## config.mk

```make
export PLATFORM = sky130hd
export DESIGN_NAME = mix_column_serial
export DESIGN_NICKNAME = d
export VERILOG_FILES = /design/src/rtl/mix_column_serial.sv
export SDC_FILE = /design/constraint.sdc
export NUM_CORES = 1
export LEC_CHECK = 0
export CORE_AREA = 10 10 201 184
export DETAILED_ROUTE_END_ITERATION = 12
export DIE_AREA = 0 0 211 194
export PLACE_DENSITY = 0.66
export SLEW_MARGIN = 10
export SYNTH_ARGS = -nofsm -noshare
export SYNTH_HDL_FRONTEND = slang
export SYNTH_SLANG_ARGS = --single-unit
```

## constraint.sdc

```tcl
create_clock -name clk -period 6.35 [get_ports clk]
set_input_delay 0.635 -clock clk [delete_from_list [all_inputs] [get_ports clk]]
set_output_delay 0.635 -clock clk [all_outputs]
set_load 0.02 [all_outputs]
```

## src/rtl/mix_column_serial.sv

```systemverilog
// AES MixColumns / InvMixColumns engine, one 32-bit column per clock.
// Accepts a full state, runs four column cycles, then holds the result until taken.
module mix_column_serial (
    input  logic         clk,
    input  logic         rst_n,
    input  logic         in_valid,
    output logic         in_ready,
    input  logic [127:0] in_state,
    input  logic         in_dec,
    output logic         out_valid,
    input  logic         out_ready,
    output logic [127:0] out_state,
    output logic         busy
);

    typedef enum logic [1:0] {
        IDLE = 2'd0,
        RUN  = 2'd1,
        DONE = 2'd2
    } state_t;

    state_t       state_q;
    state_t       state_d;
    logic [1:0]   cnt_q;
    logic [127:0] in_q;
    logic [127:0] res_q;
    logic         dec_q;
    logic [31:0]  col;
    logic [31:0]  mixed;

    function automatic logic [7:0] xtime(input logic [7:0] b);
        xtime = {b[6:0], 1'b0} ^ (b[7] ? 8'h1b : 8'h00);
    endfunction

    // k is the circulant offset: enc {2,3,1,1}, dec {E,B,D,9}
    function automatic logic [7:0] gf_mul(
        input logic [7:0] b,
        input logic [1:0] k,
        input logic       dec
    );
        logic [7:0] x2;
        logic [7:0] x4;
        logic [7:0] x8;
        x2 = xtime(b);
        x4 = xtime(x2);
        x8 = xtime(x4);
        case ({dec, k})
            3'b000:  gf_mul = x2;
            3'b001:  gf_mul = x2 ^ b;
            3'b010:  gf_mul = b;
            3'b011:  gf_mul = b;
            3'b100:  gf_mul = x8 ^ x4 ^ x2;
            3'b101:  gf_mul = x8 ^ x2 ^ b;
            3'b110:  gf_mul = x8 ^ x4 ^ b;
            default: gf_mul = x8 ^ b;
        endcase
    endfunction

    function automatic logic [31:0] mix_col(
        input logic [31:0] c,
        input logic        dec
    );
        logic [7:0] a0;
        logic [7:0] a1;
        logic [7:0] a2;
        logic [7:0] a3;
        a0 = c[31:24];
        a1 = c[23:16];
        a2 = c[15:8];
        a3 = c[7:0];
        mix_col[31:24] = gf_mul(a0, 2'd0, dec) ^ gf_mul(a1, 2'd1, dec)
                       ^ gf_mul(a2, 2'd2, dec) ^ gf_mul(a3, 2'd3, dec);
        mix_col[23:16] = gf_mul(a1, 2'd0, dec) ^ gf_mul(a2, 2'd1, dec)
                       ^ gf_mul(a3, 2'd2, dec) ^ gf_mul(a0, 2'd3, dec);
        mix_col[15:8]  = gf_mul(a2, 2'd0, dec) ^ gf_mul(a3, 2'd1, dec)
                       ^ gf_mul(a0, 2'd2, dec) ^ gf_mul(a1, 2'd3, dec);
        mix_col[7:0]   = gf_mul(a3, 2'd0, dec) ^ gf_mul(a0, 2'd1, dec)
                       ^ gf_mul(a1, 2'd2, dec) ^ gf_mul(a2, 2'd3, dec);
    endfunction

    // Column j lives at bit offset 32*(3-j), i.e. {~j, 5'b0}
    assign col   = in_q[{~cnt_q, 5'd0} +: 32];
    assign mixed = mix_col(col, dec_q);

    always_comb begin
        state_d = state_q;
        case (state_q)
            IDLE:    if (in_valid)      state_d = RUN;
            RUN:     if (cnt_q == 2'd3) state_d = DONE;
            DONE:    if (out_ready)     state_d = IDLE;
            default: state_d = IDLE;
        endcase
    end

    always_ff @(posedge clk or negedge rst_n) begin
        if (!rst_n) begin
            state_q <= IDLE;
        end else begin
            state_q <= state_d;
        end
    end

    always_ff @(posedge clk or negedge rst_n) begin
        if (!rst_n) begin
            cnt_q <= 2'd0;
            in_q  <= '0;
            dec_q <= 1'b0;
            res_q <= '0;
        end else begin
            if (state_q == IDLE && in_valid) begin
                in_q  <= in_state;
                dec_q <= in_dec;
                cnt_q <= 2'd0;
            end
            if (state_q == RUN) begin
                res_q[{~cnt_q, 5'd0} +: 32] <= mixed;
                cnt_q <= cnt_q + 2'd1;
            end
        end
    end

    assign in_ready  = (state_q == IDLE);
    assign out_valid = (state_q == DONE);
    assign busy      = (state_q != IDLE);
    assign out_state = res_q;

endmodule

```

Word-level counts from Yosys, hierarchy flattened

Cells that the tools add are included.
Widths: inputs -> output; s select.

Register bits after elaboration: 261
Input bits: 133
Output and inout bits: 131
Word-level logic and storage cells: 110

Add/subtract/negate cells: 2
Eq/ne operators: 6
Shift operators: 3
Muxes and demuxes: 35
Bitwise operators: 54
Reductions and logical operators: 5

Operators by type and width:

| cell                     | count |
|---|---|
| $xor 8x8->8              | 42 |
| $pmux 8 s2               | 12 |
| $bwmux 128               | 1 |
| $shift 32x9->128 const A | 1 |
| $shiftx 128x8->32        | 1 |
| $shiftx 32x9->128        | 1 |
| $xor 8x5->8              | 10 |
| $mux 5                   | 12 |
| $mux 8                   | 4 |
| $mux 2                   | 5 |
| $neg 7->9                | 1 |
| $pmux 2 s3               | 1 |
| $eq 2x2->1 const B       | 2 |
| $ne 2x2->1 const B       | 2 |
| $reduce_bool 2->1        | 2 |
| $reduce_and 3->1         | 1 |
| $add 2x1->2 const B      | 1 |
| $eq 2x1->1 const B       | 1 |
| $logic_not 2->1          | 1 |
| $ne 2x1->1 const B       | 1 |
| $not 2->2                | 1 |
| $logic_and 1x1->1        | 1 |
| $not 1->1                | 1 |

Logic depth before layout (Yosys ltp)

Gate-level depths: netlist of the first run.

Depth in word-level cells: 16
Mapped depth: 11
Gate-level depth less buffers: 8

Least setup slack after synthesis of the first run

Ideal clock, no wire load.

Kind: register to register
From: register cnt_q[0]
To: register res_q[37], in the netlist out_state[37]
Setup time: 0.083 ns
Arrival: 2.994 ns
Setup slack: 3.273 ns
Stages on the path, launching flop included: 10
Clock period less this slack: 3.077 ns
Path through: dfrtp_1 -> buf_6 -> buf_12 -> mux4_1 -> xnor2_2 -> xnor2_1 -> xor3_1 -> and2_1 -> xnor3_1 -> o21ai_0

Longest elaborated chain between the ends: 14
Elaborated cells between the ends (all ways): 86
Those cells by class: add/sub (1); shift (3); mux (29); bitwise (53)

Ends and longest elaborated chain:

| item                                        | line    | RTL |
|---|---|---|
| from (decl)                                 | 24      | `logic [1:0] cnt_q;` |
| from (signal assigned)                      | 117     | `cnt_q <= cnt_q + 2'd1;` |
| $not 2->2 (*)                               | 82, 116 |  |
| $shiftx 128x8->32                           | 82      | `assign col = in_q[{~cnt_q, 5'd0} +: 32];` |
| $xor 8x5->8 or $mux 5 (tied branches)       | 32      | `xtime = {b[6:0], 1'b0} ^ (b[7] ? 8'h1b : 8'h00);` |
| $xor 8x5->8, or another cell as far along   | 32      |  |
| $mux 5, or another cell as far along        | 32      |  |
| $xor 8x5->8 or $xor 8x8->8 (tied branches)  | 32      |  |
| $xor 8x8->8 (on tied branches) (2 in a row) | --      |  |
| $pmux 8 s2                                  | 47      | `case ({dec, k})` |
| $xor 8x8->8 (on tied branches) (3 in a row) | --      |  |
| $shiftx 32x9->128                           | 116     | `res_q[{~cnt_q, 5'd0} +: 32] <= mixed;` |
| $bwmux 128 (*)                              | 116     |  |
| to (signal, indexed assignment)             | 116     |  |
| to (decl)                                   | 26      | `logic [127:0] res_q;` |

Mark *: on every way between the ends. The rest lies on a longest branch, timed or not.
A chain may end at the register's enable or synchronous reset.

Worst setup path after layout of the first run

From: register cnt_q[0]
To: register res_q[19], in the netlist out_state[19]

Same word-level chain as after synthesis.

==> key figures, run 1 <==
CTS
  • Hold-fix buffers, CTS: 0
  • CTS Root Cell: clkbuf_16
  • Worst skew pair latency: 550 ps
  • Num CTS Buffers: 29
  • Clk sinks: 261
  • CTS tree: built
  • H-tree Lvls: 1
  • Clk slew on worst S/H paths: 60 ps
  • # Post-CTS Setup Buffers: 0
  • Cts repair resizes: 0
  • Clock tree buffer depth: 3

Global route
  • Pin count of the biggest net entering global routing: 139
  • Vias in the first global route: 9,230
  • GRT Residual Overflow: 0
  • Total track usage: 17.94%
  • Initial antenna violation count: 9
  • First-pass GRT wire length: 57.64 mm

Timing
  • Rel. slew slack: 21.31%
  • RSZ-0062 raised after global routing: no
  • Final hold vios: 0
  • Fin crit share: 65.50%
  • Slew at the pin closest to its max-slew limit: 1180 ps
  • Achievable Freq: 240.4 MHz
  • Sum Neg Setup Slack: 0 ps
  • Skew final: 13.81 ps
  • Min cycle time layout: 4160 ps
  • Pins Over Slew Limit: 0
  • Final setup vio count: 0

Placement
  • Routability cong.: 0.8851
  • Post-DP HPWL: 27.87 mm
  • Port-buffer cells: 263

Worst hold path
  • Hold Path Class: input pin to asynchronous set/reset pin

Finish
  • Layout cell share with drive strength beyond 1: 18.33%
  • NumNets Final: 1,388
  • Area Overhead vs Synth: 30.69%

Critical path
  • RR Startpoint: cnt_q[0]
  • CP arrival: 4540 ps
  • CP Max Fanout: 27
  • Crit Path Class: flip-flop to flip-flop
  • WP data required: 6730 ps
  • Worst setup EP type: flip-flop
  • Setup crit start kind: flip-flop
  • Critical Path Start: cnt_q[0]

Yosys
  • Largest area contributor in the netlist: dfrtp_1
  • Synth top area cells: dfrtp_1, mux2_2, xnor2_1, mux4_2, nand2_1
  • Post-synth top area share: 50.70%
  • Syn nets: 1,141
  • Async set-reset flop share out of synthesis: 100.0%
  • Flops & latches, synth: 261
  • Synth warn: 0
  • Post-synth EDFFs: 0
  • Syn avg cell area: 12.84 um^2
  • Prevailing post-synth register cell: dfrtp_1
  • Synth unique cells: 46
  • Post-synth top cells: dfrtp_1, nand2_1, mux2_2
  • Netlist Area Pre-Place: 12,880 um^2
  • Part of the Yosys area used for sequential elements: roughly half
  • Most frequent cell after synthesis: dfrtp_1
  • Post-Syn Instances: 1,003

Routing
  • Iter 0 DRT Violations: 488
  • Detail Route met3 WL: about 3.4 mm
  • Drt wl/cell: 22.05 um
  • Highest routed metal layer: met5
  • Final wirelength: 37.42 mm
  • Routed wl met2: 16.06 mm
  • Vias/cell: 5.189
  • ANT nets after route: 0
  • Via count: slightly below 9,000
  • Post-Route M1 WL: between 15 and 20 mm
  • DRT Pass-1 Iters: 5
  • Residual DRC: 0

Floorplan
  • Top Ports: 264
  • Initial core utilization: 39.48%
  • DIE AREA: 40,930 um^2
  • Die width: 211 um
  • Die H: ~190 um
  • Rows: 63
  • Core Area: ~33,000 um^2

Outcome
  • Status: finished, final reports clean

Run
  • Max cap viols: 0
worst max-delay path, stage by stage, from the launching register on:
cell and delay (ps):
dfrtp_2 910, buf_4 430, mux4_2 660, xor2_1 250
xnor2_1 390, xnor3_2 650, xor2_1 220, a21oi_1 330
o31ai_1 140
worst paths after layout:
kind	slack, ps	cells past startpoint	end
max in group asynchronous	4930	2	in_q[111]
worst max-delay path	2190	8	out_state[19]
worst min-delay path	150	1	out_state[0]
min in group clk	480	2	out_state[39]
worst min register to register	480	2	out_state[39]
worst max register to register	2190	8	out_state[19]
cells by family after synthesis:
kind of cell	share of synthesized area, %
and+or+nand+nor	6.527
adders and majority gates	0.4856
AOI/OAI and AO/OA	6.799
buffers and inverters	2.467
DFF	50.70
xor gates and xnor gates	15.61
muxes	17.41
layout by cell type (no fill, tap or decap), types with 3 or more instances in the layout:
| master | count |
|---|---|
| nor3b_1 | 8 |
| bufinv_16 | 3 |
| nor3_1 | 18 |
| o21ai_1 | 4 |
| and2_1 | 3 |
| diode_2 | 4 |
| buf_4 | 11 |
| xor2_1 | 30 |
| inv_1 | 5 |
| mux4_1 | 8 |
| a2111oi_0 | 8 |
| mux2i_1 | 4 |
| xnor3_1 | 17 |
| clkdlybuf4s50_1 | 262 |
| clkbuf_8 | 6 |
| a22o_1 | 26 |
| nor2_1 | 13 |
| clkbuf_1 | 7 |
| mux4_2 | 24 |
| xnor2_1 | 106 |
| clkinv_2 | 4 |
| nand2b_1 | 5 |
| ha_1 | 5 |
| dfrtp_1 | 259 |
| o21ai_0 | 84 |
| a22oi_1 | 8 |
| xor3_1 | 5 |
| clkbuf_16 | 29 |
| nand2_1 | 133 |
| o31ai_1 | 8 |
| mux2_2 | 129 |
| xnor2_2 | 8 |
state kept, by name, indices dropped and copies added, names as in the netlist:
register	cells
in_q	128
out_state	128
cnt_q	2
state_q	2
dec_q	1
routing by layer:
| metal | global-route usage [%] | vias to the layer above |
|---|---|---|
| met5 | 0 | - |
| met4 | 3.203 | 10 |
| met3 | 5.931 | 55 |
| met2 | 26.62 | 315 |
| met1 | 25.16 | 4407 |
| li1 | - | 4019 |
area by class of cell:
cell class	instances	area [um^2]
diodes	4	10.01
clock buffers	42	834.6
clock inverters	10	135.1
fillers	2874	15800
inverters	5	18.77
multi-input cells	678	6036
flip-flops and latches	261	6534
well taps	422	528.0
repair buffers	275	2740
through the flow:
stage	cells	area (um^2)	hold slack, ps	setup slack (ps)	utilization, %
6_report	1697	16840	150.2	2190	51.59
5_1_grt	1693	16830	231.6	1863	51.56
4_1_cts	1693	16830	219.4	2131	51.56
3_5_place_dp	1641	15860	470.2	2174	48.59
3_3_place_gp	1641	15860	461.3	2193	48.59
2_1_floorplan	1003	12880	339.4	3273	-
Power of run 1 is not shown: default switching activity piles up to over one toggle a cycle in this logic, so the estimate is an artifact.
==> inputs of run 2 (changes only) <==
Clock period 6.35 ns to 3.9 ns, I/O delays scaled along.
==> key figures, run 2 (synthesis gave the netlist of run 1 again) <==
Floorplan
  • Initial core utilization: 39.48% (unchanged)
  • Top Ports: 264 (unchanged)
  • Core Area: 32,630 um^2 (unchanged)
  • Rows: 63 (unchanged)
  • DIE AREA: 40,930 um^2 (unchanged)
  • Die width: 211 um (unchanged)
  • Die H: 194 um (unchanged)

Global route
  • First-pass GRT wire length: 59.42 mm (+3.1%)
  • Vias in the first global route: 9,457 (+2.5%)
  • GRT Residual Overflow: 0 (unchanged)
  • Pin count of the biggest net entering global routing: 117 (-16%)
  • Initial antenna violation count: 8 (-1)
  • Total track usage: 18.56% (+0.62 points)

Finish
  • NumNets Final: 1,415 (+1.9%)
  • Inserted Diodes: 0 (-4)
  • Most frequent cells in the layout: clkdlybuf4s50_1, dfrtp_1, nand2_1
  • Non-filler instance count after layout: 1,719 (+1.3%)
  • Layout fillers: 2,901 (+0.94%)
  • Multi-input gate area: 6036 um^2 (unchanged)
  • Layout cell share with drive strength beyond 1: 19.81% (+1.5 points)
  • Area Overhead vs Synth: 32.71%
  • Design area: 17,100 um^2 (+1.5%)
  • FF+latch area: 6534 um^2 (unchanged)
  • Most common cell after layout, fill and taps aside: clkdlybuf4s50_1

Timing
  • Skew final: 10.70 ps (-3.116 ps)
  • Fin crit share: 93.15% (+28 points)
  • Min cycle time layout: 3633 ps (-526.5 ps)
  • Final setup vio count: 0 (unchanged)
  • Slew at the pin closest to its max-slew limit: 1124 ps (-56.72 ps)
  • Rel. slew slack: 24.52% (+3.2 points)
  • Pins Over Slew Limit: 0 (unchanged)
  • Final hold vios: 0 (unchanged)
  • Sum Neg Setup Slack: 0 ps (unchanged)
  • Achievable Freq: 275.3 MHz (+14%)
  • RSZ-0062 raised after global routing: no

Routing
  • ANT nets after route: 0 (unchanged)
  • Final wirelength: 38.85 mm (+3.8%)
  • Vias/cell: 5.247 (+1.1%)
  • DRT Pass-1 Iters: 7 (+2)
  • Drt wl/cell: 22.60 um (+2.5%)
  • Iter 0 DRT Violations: 609 (+25%)
  • Residual DRC: 0 (unchanged)
  • Via count: 9,019 (+2.4%)

Critical path
  • Crit Path Class: flip-flop to flip-flop
  • CP arrival: 4040 ps (-500 ps)
  • Worst setup EP type: flip-flop
  • Slowest cell on crit path: xnor3_2
  • CP Max Fanout: 17 (-37%)
  • Crit path top cell by count: xnor2_1
  • WP data required: 4300 ps (-2430 ps)
  • Setup crit start kind: flip-flop
  • CP Cell Sequence: buf_12 -> buf_4 -> mux4_2 -> xnor2_1 -> xnor2_1 -> xnor3_2 -> nor3b_1 -> a2111oi_0 -> nand2_1
  • Crit-path max cell delay: 630 ps (-280 ps)

CTS
  • Num CTS Buffers: 29 (unchanged)
  • H-tree Lvls: 1 (unchanged)
  • Clk sinks: 261 (unchanged)
  • Worst skew pair latency: 540 ps (about the same)
  • Clk slew on worst S/H paths: 60 ps (about the same)
  • CTS tree: built
  • Clock tree buffer depth: 3 (unchanged)
  • CTS Root Cell: clkbuf_16

Outcome
  • Status: finished, final reports clean

Placement
  • Placed cell count: 1,667 (+1.6%)
  • Post-DP HPWL: 29.48 mm (+5.8%)
  • Routability cong.: 0.8777 (-0.84%)
  • DP Area: 16,110 um^2 (+1.6%)
  • Port-buffer cells: 263 (unchanged)

Run
  • Max cap viols: 0 (unchanged)

Worst hold path
  • Hold Path Class: input pin to flip-flop
[run 2: layout make-up]
cell class | instances | share of cell area (%)
multi-input combinational | 678 | 35.30
sequential | 261 | 38.22
timing repair buffer | 302 | 17.59
inverter | 5 | 0.1098
clock inverter | 9 | 0.8636
tap | 422 | 3.088
clock buffer | 42 | 4.823
[run 2: worst paths after layout]
kind,from,to,slack [ps],cells past startpoint
max in group asynchronous,rst_n,in_q[83],2400,3
min reg2reg,out_state[26],out_state[26],480,2
max reg2reg,cnt_q[0],out_state[3],270,9
min in group asynchronous,rst_n,out_state[0],470,2
min,out_ready,state_q[1],440,3
max,cnt_q[0],out_state[3],270,9
[run 2: worst max-delay path, delay by kind of cell, from the launching register on]
| kind | cells | cell delay (ps) |
|---|---|---|
| and+or+nand+nor | 2 | 290 |
| buffers and inverters | 2 | 360 |
| DFF | 1 | 520 |
| muxes | 1 | 610 |
| xor gates and xnor gates | 3 | 1180 |
| AOI/OAI and AO/OA | 1 | 510 |
[run 2: stage by stage]
step	setup WS [ps]	hold slack [ps]	utilization, %
after floorplan	823.3	94.41	-
after global placement	366.6	461.3	49.38
after detailed placement	284.1	469.4	49.38
after CTS	224.1	428.1	52.39
after global routing	33.02	442.5	52.39
final	267.0	443.8	52.39
[run 2: repair_timing]
item	CTS	global route
gates resized for setup	0	0
endpoints found under the hold margin	91	0
buffers inserted	0	0
endpoints found under the setup margin	0	0
hold buffers	1	0
[run 2: per-layer routing]
layer  GRT usage, %  routed length, um
met1          26.76              18000
met2          27.21              16710
met3          5.688               3547
met4          2.883                495
met5              0                101
Power of run 2 is left out for the same reason.
